<file path="src/rtl/dino_game_ctrl.sv">
// dino_game_ctrl
// Game-flow controller for an endless-runner ("dino") game.
//   IDLE -> RUN on a start-button rising edge. RUN -> HIT on collision.
//   HIT -> OVER after HIT_HOLD cycles. OVER -> RUN on the next start edge.
//   In RUN it generates the obstacle motion tick, advances the sprite
//   animation phase, counts passed obstacles into the score and raises the
//   obstacle speed every STEP_PASSES passes, up to MAX_SPEED.
//
// Optional feature macro: DINO_CTRL_HISCORE_EN
//   defined   -> hiscore keeps the best score, captured when a run ends
//   undefined -> hiscore is a constant 16'h0000 (no register or comparator)
//
// Ports
//   clk              system clock, rising edge
//   reset_n          asynchronous active-low reset
//   start_btn        start/replay button level (already synchronous)
//   collision        dino overlaps an obstacle this cycle
//   obstacle_passed  one-cycle pulse, an obstacle wrapped off-screen
//   motion_tick      one-cycle pulse, advance obstacles by speed
//   speed            obstacle step in pixels per tick
//   obstacles_reset  one-cycle pulse, reload obstacle start positions
//   anim_phase       sprite animation phase
//   state            IDLE=0, RUN=1, HIT=2, OVER=3
//   show_replay      high only in OVER
//   score            obstacles passed in the current run
//   hiscore          best score (see feature macro above)
module dino_game_ctrl #(
   parameter int TICK_DIV    = 2000000,
   parameter int STEP_PASSES = 12,
   parameter int MAX_SPEED   = 15,
   parameter int HIT_HOLD    = 25000000
) (
   input  logic        clk,
   input  logic        reset_n,
   input  logic        start_btn,
   input  logic        collision,
   input  logic        obstacle_passed,
   output logic        motion_tick,
   output logic [3:0]  speed,
   output logic        obstacles_reset,
   output logic [1:0]  anim_phase,
   output logic [1:0]  state,
   output logic        show_replay,
   output logic [15:0] score,
   output logic [15:0] hiscore
);

   localparam int TICK_W = (TICK_DIV > 1) ? $clog2(TICK_DIV) : 1;
   localparam int HOLD_W = (HIT_HOLD > 1) ? $clog2(HIT_HOLD) : 1;
   localparam int PASS_W = $clog2(STEP_PASSES + 1);

   localparam logic [TICK_W-1:0] TICK_LAST  = TICK_W'(TICK_DIV - 1);
   localparam logic [HOLD_W-1:0] HOLD_LAST  = HOLD_W'(HIT_HOLD - 1);
   localparam logic [PASS_W-1:0] PASS_STEP  = PASS_W'(STEP_PASSES);
   localparam logic [3:0]        SPEED_CEIL = 4'(MAX_SPEED);

   typedef enum logic [1:0] {
      ST_IDLE = 2'd0,
      ST_RUN  = 2'd1,
      ST_HIT  = 2'd2,
      ST_OVER = 2'd3
   } state_t;

   state_t            state_r;
   logic              start_prev_r;
   logic [TICK_W-1:0] tick_cnt_r;
   logic [HOLD_W-1:0] hold_cnt_r;
   logic [PASS_W-1:0] pass_cnt_r;
   logic              motion_tick_r;
   logic              obstacles_reset_r;
   logic [3:0]        speed_r;
   logic [1:0]        anim_phase_r;
   logic              show_replay_r;
   logic [15:0]       score_r;

   logic              start_edge_s;
   logic [TICK_W-1:0] tick_nxt_s;
   logic [PASS_W-1:0] pass_nxt_s;
   logic [15:0]       score_nxt_s;
   logic [3:0]        speed_inc_s;

   // Next-value helpers: start edge, wrapping tick, saturating score/speed.
   always_comb begin
      start_edge_s = start_btn & ~start_prev_r;
      if (tick_cnt_r == TICK_LAST) begin
         tick_nxt_s = {TICK_W{1'b0}};
      end else begin
         tick_nxt_s = tick_cnt_r + TICK_W'(1);
      end
      pass_nxt_s = pass_cnt_r + PASS_W'(1);
      if (score_r == 16'hFFFF) begin
         score_nxt_s = score_r;
      end else begin
         score_nxt_s = score_r + 16'd1;
      end
      if (speed_r < SPEED_CEIL) begin
         speed_inc_s = speed_r + 4'd1;
      end else begin
         speed_inc_s = speed_r;
      end
   end

   // Game FSM with all of its registered outputs and internal counters.
   always_ff @(posedge clk or negedge reset_n) begin
      if (!reset_n) begin
         state_r           <= ST_IDLE;
         start_prev_r      <= 1'b1;   // a button held through reset must not start
         tick_cnt_r        <= {TICK_W{1'b0}};
         hold_cnt_r        <= {HOLD_W{1'b0}};
         pass_cnt_r        <= {PASS_W{1'b0}};
         motion_tick_r     <= 1'b0;
         obstacles_reset_r <= 1'b0;
         speed_r           <= 4'd1;
         anim_phase_r      <= 2'd0;
         show_replay_r     <= 1'b0;
         score_r           <= 16'd0;
      end else begin
         start_prev_r      <= start_btn;
         motion_tick_r     <= 1'b0;
         obstacles_reset_r <= 1'b0;
         case (state_r)
            ST_IDLE, ST_OVER: begin
               if (start_edge_s) begin
                  state_r           <= ST_RUN;
                  obstacles_reset_r <= 1'b1;
                  speed_r           <= 4'd1;
                  score_r           <= 16'd0;
                  pass_cnt_r        <= {PASS_W{1'b0}};
                  tick_cnt_r        <= {TICK_W{1'b0}};
                  show_replay_r     <= 1'b0;
               end
            end
            ST_RUN: begin
               if (collision) begin
                  // Pass pulse and tick advance in the collision cycle are dropped.
                  state_r    <= ST_HIT;
                  hold_cnt_r <= {HOLD_W{1'b0}};
               end else begin
                  tick_cnt_r <= tick_nxt_s;
                  // Tick and phase step together, in the cycle the counter hits its last value.
                  if (tick_nxt_s == TICK_LAST) begin
                     motion_tick_r <= 1'b1;
                     anim_phase_r  <= anim_phase_r + 2'd1;
                  end
                  if (obstacle_passed) begin
                     score_r <= score_nxt_s;
                     if (pass_nxt_s == PASS_STEP) begin
                        pass_cnt_r <= {PASS_W{1'b0}};
                        speed_r    <= speed_inc_s;
                     end else begin
                        pass_cnt_r <= pass_nxt_s;
                     end
                  end
               end
            end
            ST_HIT: begin
               if (hold_cnt_r == HOLD_LAST) begin
                  state_r       <= ST_OVER;
                  hold_cnt_r    <= {HOLD_W{1'b0}};
                  show_replay_r <= 1'b1;
               end else begin
                  hold_cnt_r <= hold_cnt_r + HOLD_W'(1);
               end
            end
            default: begin
               state_r <= ST_IDLE;
            end
         endcase
      end
   end

   assign state           = state_r;
   assign motion_tick     = motion_tick_r;
   assign obstacles_reset = obstacles_reset_r;
   assign speed           = speed_r;
   assign anim_phase      = anim_phase_r;
   assign show_replay     = show_replay_r;
   assign score           = score_r;

`ifdef DINO_CTRL_HISCORE_EN
   logic [15:0] hiscore_r;

   // Capture the best score at the moment a run ends in a collision.
   always_ff @(posedge clk or negedge reset_n) begin
      if (!reset_n) begin
         hiscore_r <= 16'h0000;
      end else if ((state_r == ST_RUN) && collision && (score_r > hiscore_r)) begin
         hiscore_r <= score_r;
      end
   end

   assign hiscore = hiscore_r;
`else
   assign hiscore = 16'h0000;
`endif

endmodule

</file>
<file path="config.mk">
export PLATFORM = sky130hd
export DESIGN_NAME = dino_game_ctrl
export DESIGN_NICKNAME = d
export VERILOG_FILES = /design/src/rtl/dino_game_ctrl.sv
export SDC_FILE = /design/constraint.sdc
export NUM_CORES = 1
export LEC_CHECK = 0
export CORE_MARGIN = 8
export CORE_UTILIZATION = 50
export CTS_CLUSTER_DIAMETER = 50
export DETAILED_ROUTE_END_ITERATION = 8
export HOLD_SLACK_MARGIN = 0.06
export PLACE_DENSITY_LB_ADDON = 0.25
export SYNTH_ARGS = -nofsm -noshare
export SYNTH_HDL_FRONTEND = slang
export SYNTH_SLANG_ARGS = --single-unit
</file>
<file path="constraint.sdc">
create_clock -name clk -period 5.7 [get_ports clk]
set_clock_uncertainty 0.15 [all_clocks]
set_input_delay 1.71 -clock clk [delete_from_list [all_inputs] [get_ports clk]]
set_output_delay 1.71 -clock clk [all_outputs]
set_load 0.03 [all_outputs]
</file>
==> results.toml <==
[timing]
fmax_ghz = 0.2568
hold_violations = 0
fin_ws_ps = 1806
rsz0062_at_grt = "false"
fin_crit_ps = 3894
period_share_pct = 68.32
setup_tns_ps = 0
setup_viol = 0
fin_hold_ws_ps = 355.1
slew_violations = 0
slew_headroom_pct = 35.32
tightest_slew_ps = 970.2

[floorplanning]
floorplan.initialDensity_pct = 51.07
io_pins = 48
core_area_sq_um = 8678
die_area_sq_um = 12130
die_h_um = 110.1
row_count = 34
die_w_um = 110.1

[routing]
wl_per_cell_um = 14.88
first_pass_iters = 4
via_per_inst = 5.605
drtIter0Drc = 149
drc = 0
vias = 3587
routed_wl_um = 9521
ant_nets = 0

[pwr]
p_leak_nw = 2.126
total_power_mw = 1.470
pwr_density_cell_nw_per_um2 = 296.1
ir_worst_vdd_mv = 0.1387

[grt]
grt_usage_pct = 16.61
antenna_found_initial = 0
grt_max_degree = 79
gr-total-overflow = 0
grt_pass1_vias = 3493
grt_pass1_wl_um = 16190

[setup_path]
worstSetupPathType = "input pin to flop"
critPathMaxFanout = 16
crit_slowest_cell = "nor3_1"
crit_path_max_incr_delay_ps = 690
path_cells = "clkdlybuf4s50_1 -> nand2b_1 -> nand2_1 -> o211ai_1 -> buf_4 -> nor3_1 -> nand4_1 -> xor2_1 -> nor2_1"
r2r_slack_ps = 2690
arrival_ps = 3980
cp-start-kind = "input pin"
cp-end-kind = "flop"
worstPathRequired_ps = 5790

[synth]
synth_seq_cells = 78
syn_area_per_cell_sq_um = 8.899
synth_top_area_share_pct = 42.91
syn-cell-area_sq_um = 4432
yosysWarnings = 0
synth_top_cell_by_area = "dfrtp_1"
synth_ff_type = "dfrtp_1"
synth.distinct_cells = 52
ys_top_cells_by_area = "dfrtp_1 (43%), nor2_1 (5.5%), o21ai_0 (5.4%)"
async_flop_share_pct = 100.0
yosysSeqAreaShare_pct = 44.10
syn_inst = 498
synth-edff-count = 0

[clocking]
clk_latency_ps = 360
post-cts-setup-buffer-count = 0
htree_levels = 3
cts_root_buf = "clkbuf_8"
clock_sinks = 78
cts_tree = "yes"
cts_max_path_buffers = 2
cts-resized-gates = 0
ctsHoldBuffers = 0
cts_made_buffers = 9
path_clk_slew_ps = 80

[run]
max_cap_viol_count = 0

[placement]
place_congestion = 0.8741
placed_cells = 624
dpl_cell_area_sq_um = 4772
place_ws_ps = 1459
dp_hpwl_um = 6626
port_buffers = 31

[finish]
design_area_sq_um = 4965
fin_util_pct = 57.21
layout.cells.non_filler = 640
fillers = 817
final_common_cell = "dfrtp_1"
syn2layout_area_growth_pct = 12.03
layout.nets = 541
drive_above_1_share_pct = 6.955
antenna-diode-count = 0
final_cell_mix = "dfrtp_1 (76), nor2_1 (65), nand2_1 (56), o21ai_0 (47), nand3_1 (31)"

[hold_path]
hold_class = "flop to flop"

[run_status]
outcome = "finished, final reports clean"
-- cell usage after synthesis, types with 2 or more instances --
library cell and number:
buf_4 17, a21o_1 2, and2_1 5, nand4_1 13, nor4_2 2, o21ai_0 48
o211ai_1 3, or3_1 2, inv_1 12, nand3_1 31, xor2_1 27, nor2_1 65
dfrtp_1 76, and4_1 3, nand2_1 56, o31ai_1 11, ha_1 9, a21oi_1 14
nor4_1 8, nor4b_2 2, mux2i_1 2, clkbuf_1 14, nand2b_1 6, dfstp_2 2
o41ai_1 4, nor2b_1 4, nand3b_1 4, and3_1 11, xnor2_1 14, nor3_1 7
nor4bb_1 3
-- registers in the layout (all words and copies together), names as in the netlist --
register / count
speed: 4
anim_phase: 2
state: 2
pass_cnt_r: 4
tick_cnt_r: 21
show_replay: 1
score: 16
obstacles_reset: 1
start_prev_r: 1
motion_tick: 1
hold_cnt_r: 25
-- where the power goes --
part | switching, mW | internal (mW)
combinational | 0.289 | 0.133
clock | 0.204 | 0.213
sequential | 0.0415 | 0.589
-- metal layers --
layer  vias up  global-route usage (%)  routed length [um]  part of all wire, %
met3        11                   4.826                 437                  4.6
met2        62                   27.61                4573                   48
met1      1745                   20.40                4406                   46
met5         -                       0                   0                    0
li1       1769                       -                   -                    -
met4         0                   5.138                 104                  1.1
-- final cells by class --
type / count / area (sq um) / area share, %
Clock buffer: 12 / 145.1 / 2.923
Clock inverter: 4 / 47.55 / 0.9577
Inverter: 12 / 45.04 / 0.9073
Multi-Input combinational cell: 390 / 2292 / 46.17
Sequential cell: 78 / 1954 / 39.36
Tap cell: 108 / 135.1 / 2.722
Timing Repair Buffer: 36 / 345.3 / 6.956
-- cell families (layout without fill, tap and decap cells) --
group | Yosys count | count (layout) | share of synthesized area [%]
compound gates | 89 | 89 | 12.37
xor+xnor | 41 | 41 | 8.103
fa+ha+maj | 9 | 9 | 2.541
buf+inv | 45 | 64 | 5.449
flops | 78 | 78 | 44.10
mux | 3 | 3 | 0.7058
other cells | 1 | 16 | 0.08462
simple gates | 232 | 232 | 26.65
-- worst max-delay path: cells and delay by family --
kind	cells	cell delay, ps
compound gates	1	100
xor+xnor	1	190
buf+inv	2	760
simple gates	5	1210
-- path summary, 6_finish.rpt --
kind                            cells past startpoint                   endpoint                 startpoint
worst min-delay path                                1  anim_phase[1]$_DFFE_PN0P_  anim_phase[1]$_DFFE_PN0P_
worst min register to register                      1  anim_phase[1]$_DFFE_PN0P_  anim_phase[1]$_DFFE_PN0P_
min in group asynchronous                           1  hold_cnt_r[2]$_DFFE_PN0P_                    reset_n
max in group asynchronous                           1      score[14]$_DFFE_PN0P_                    reset_n
worst max register to register                      9  anim_phase[1]$_DFFE_PN0P_       state[1]$_DFFE_PN0P_
worst max-delay path                                9       score[9]$_DFFE_PN0P_                  start_btn
(Power assumes the default switching activity.)
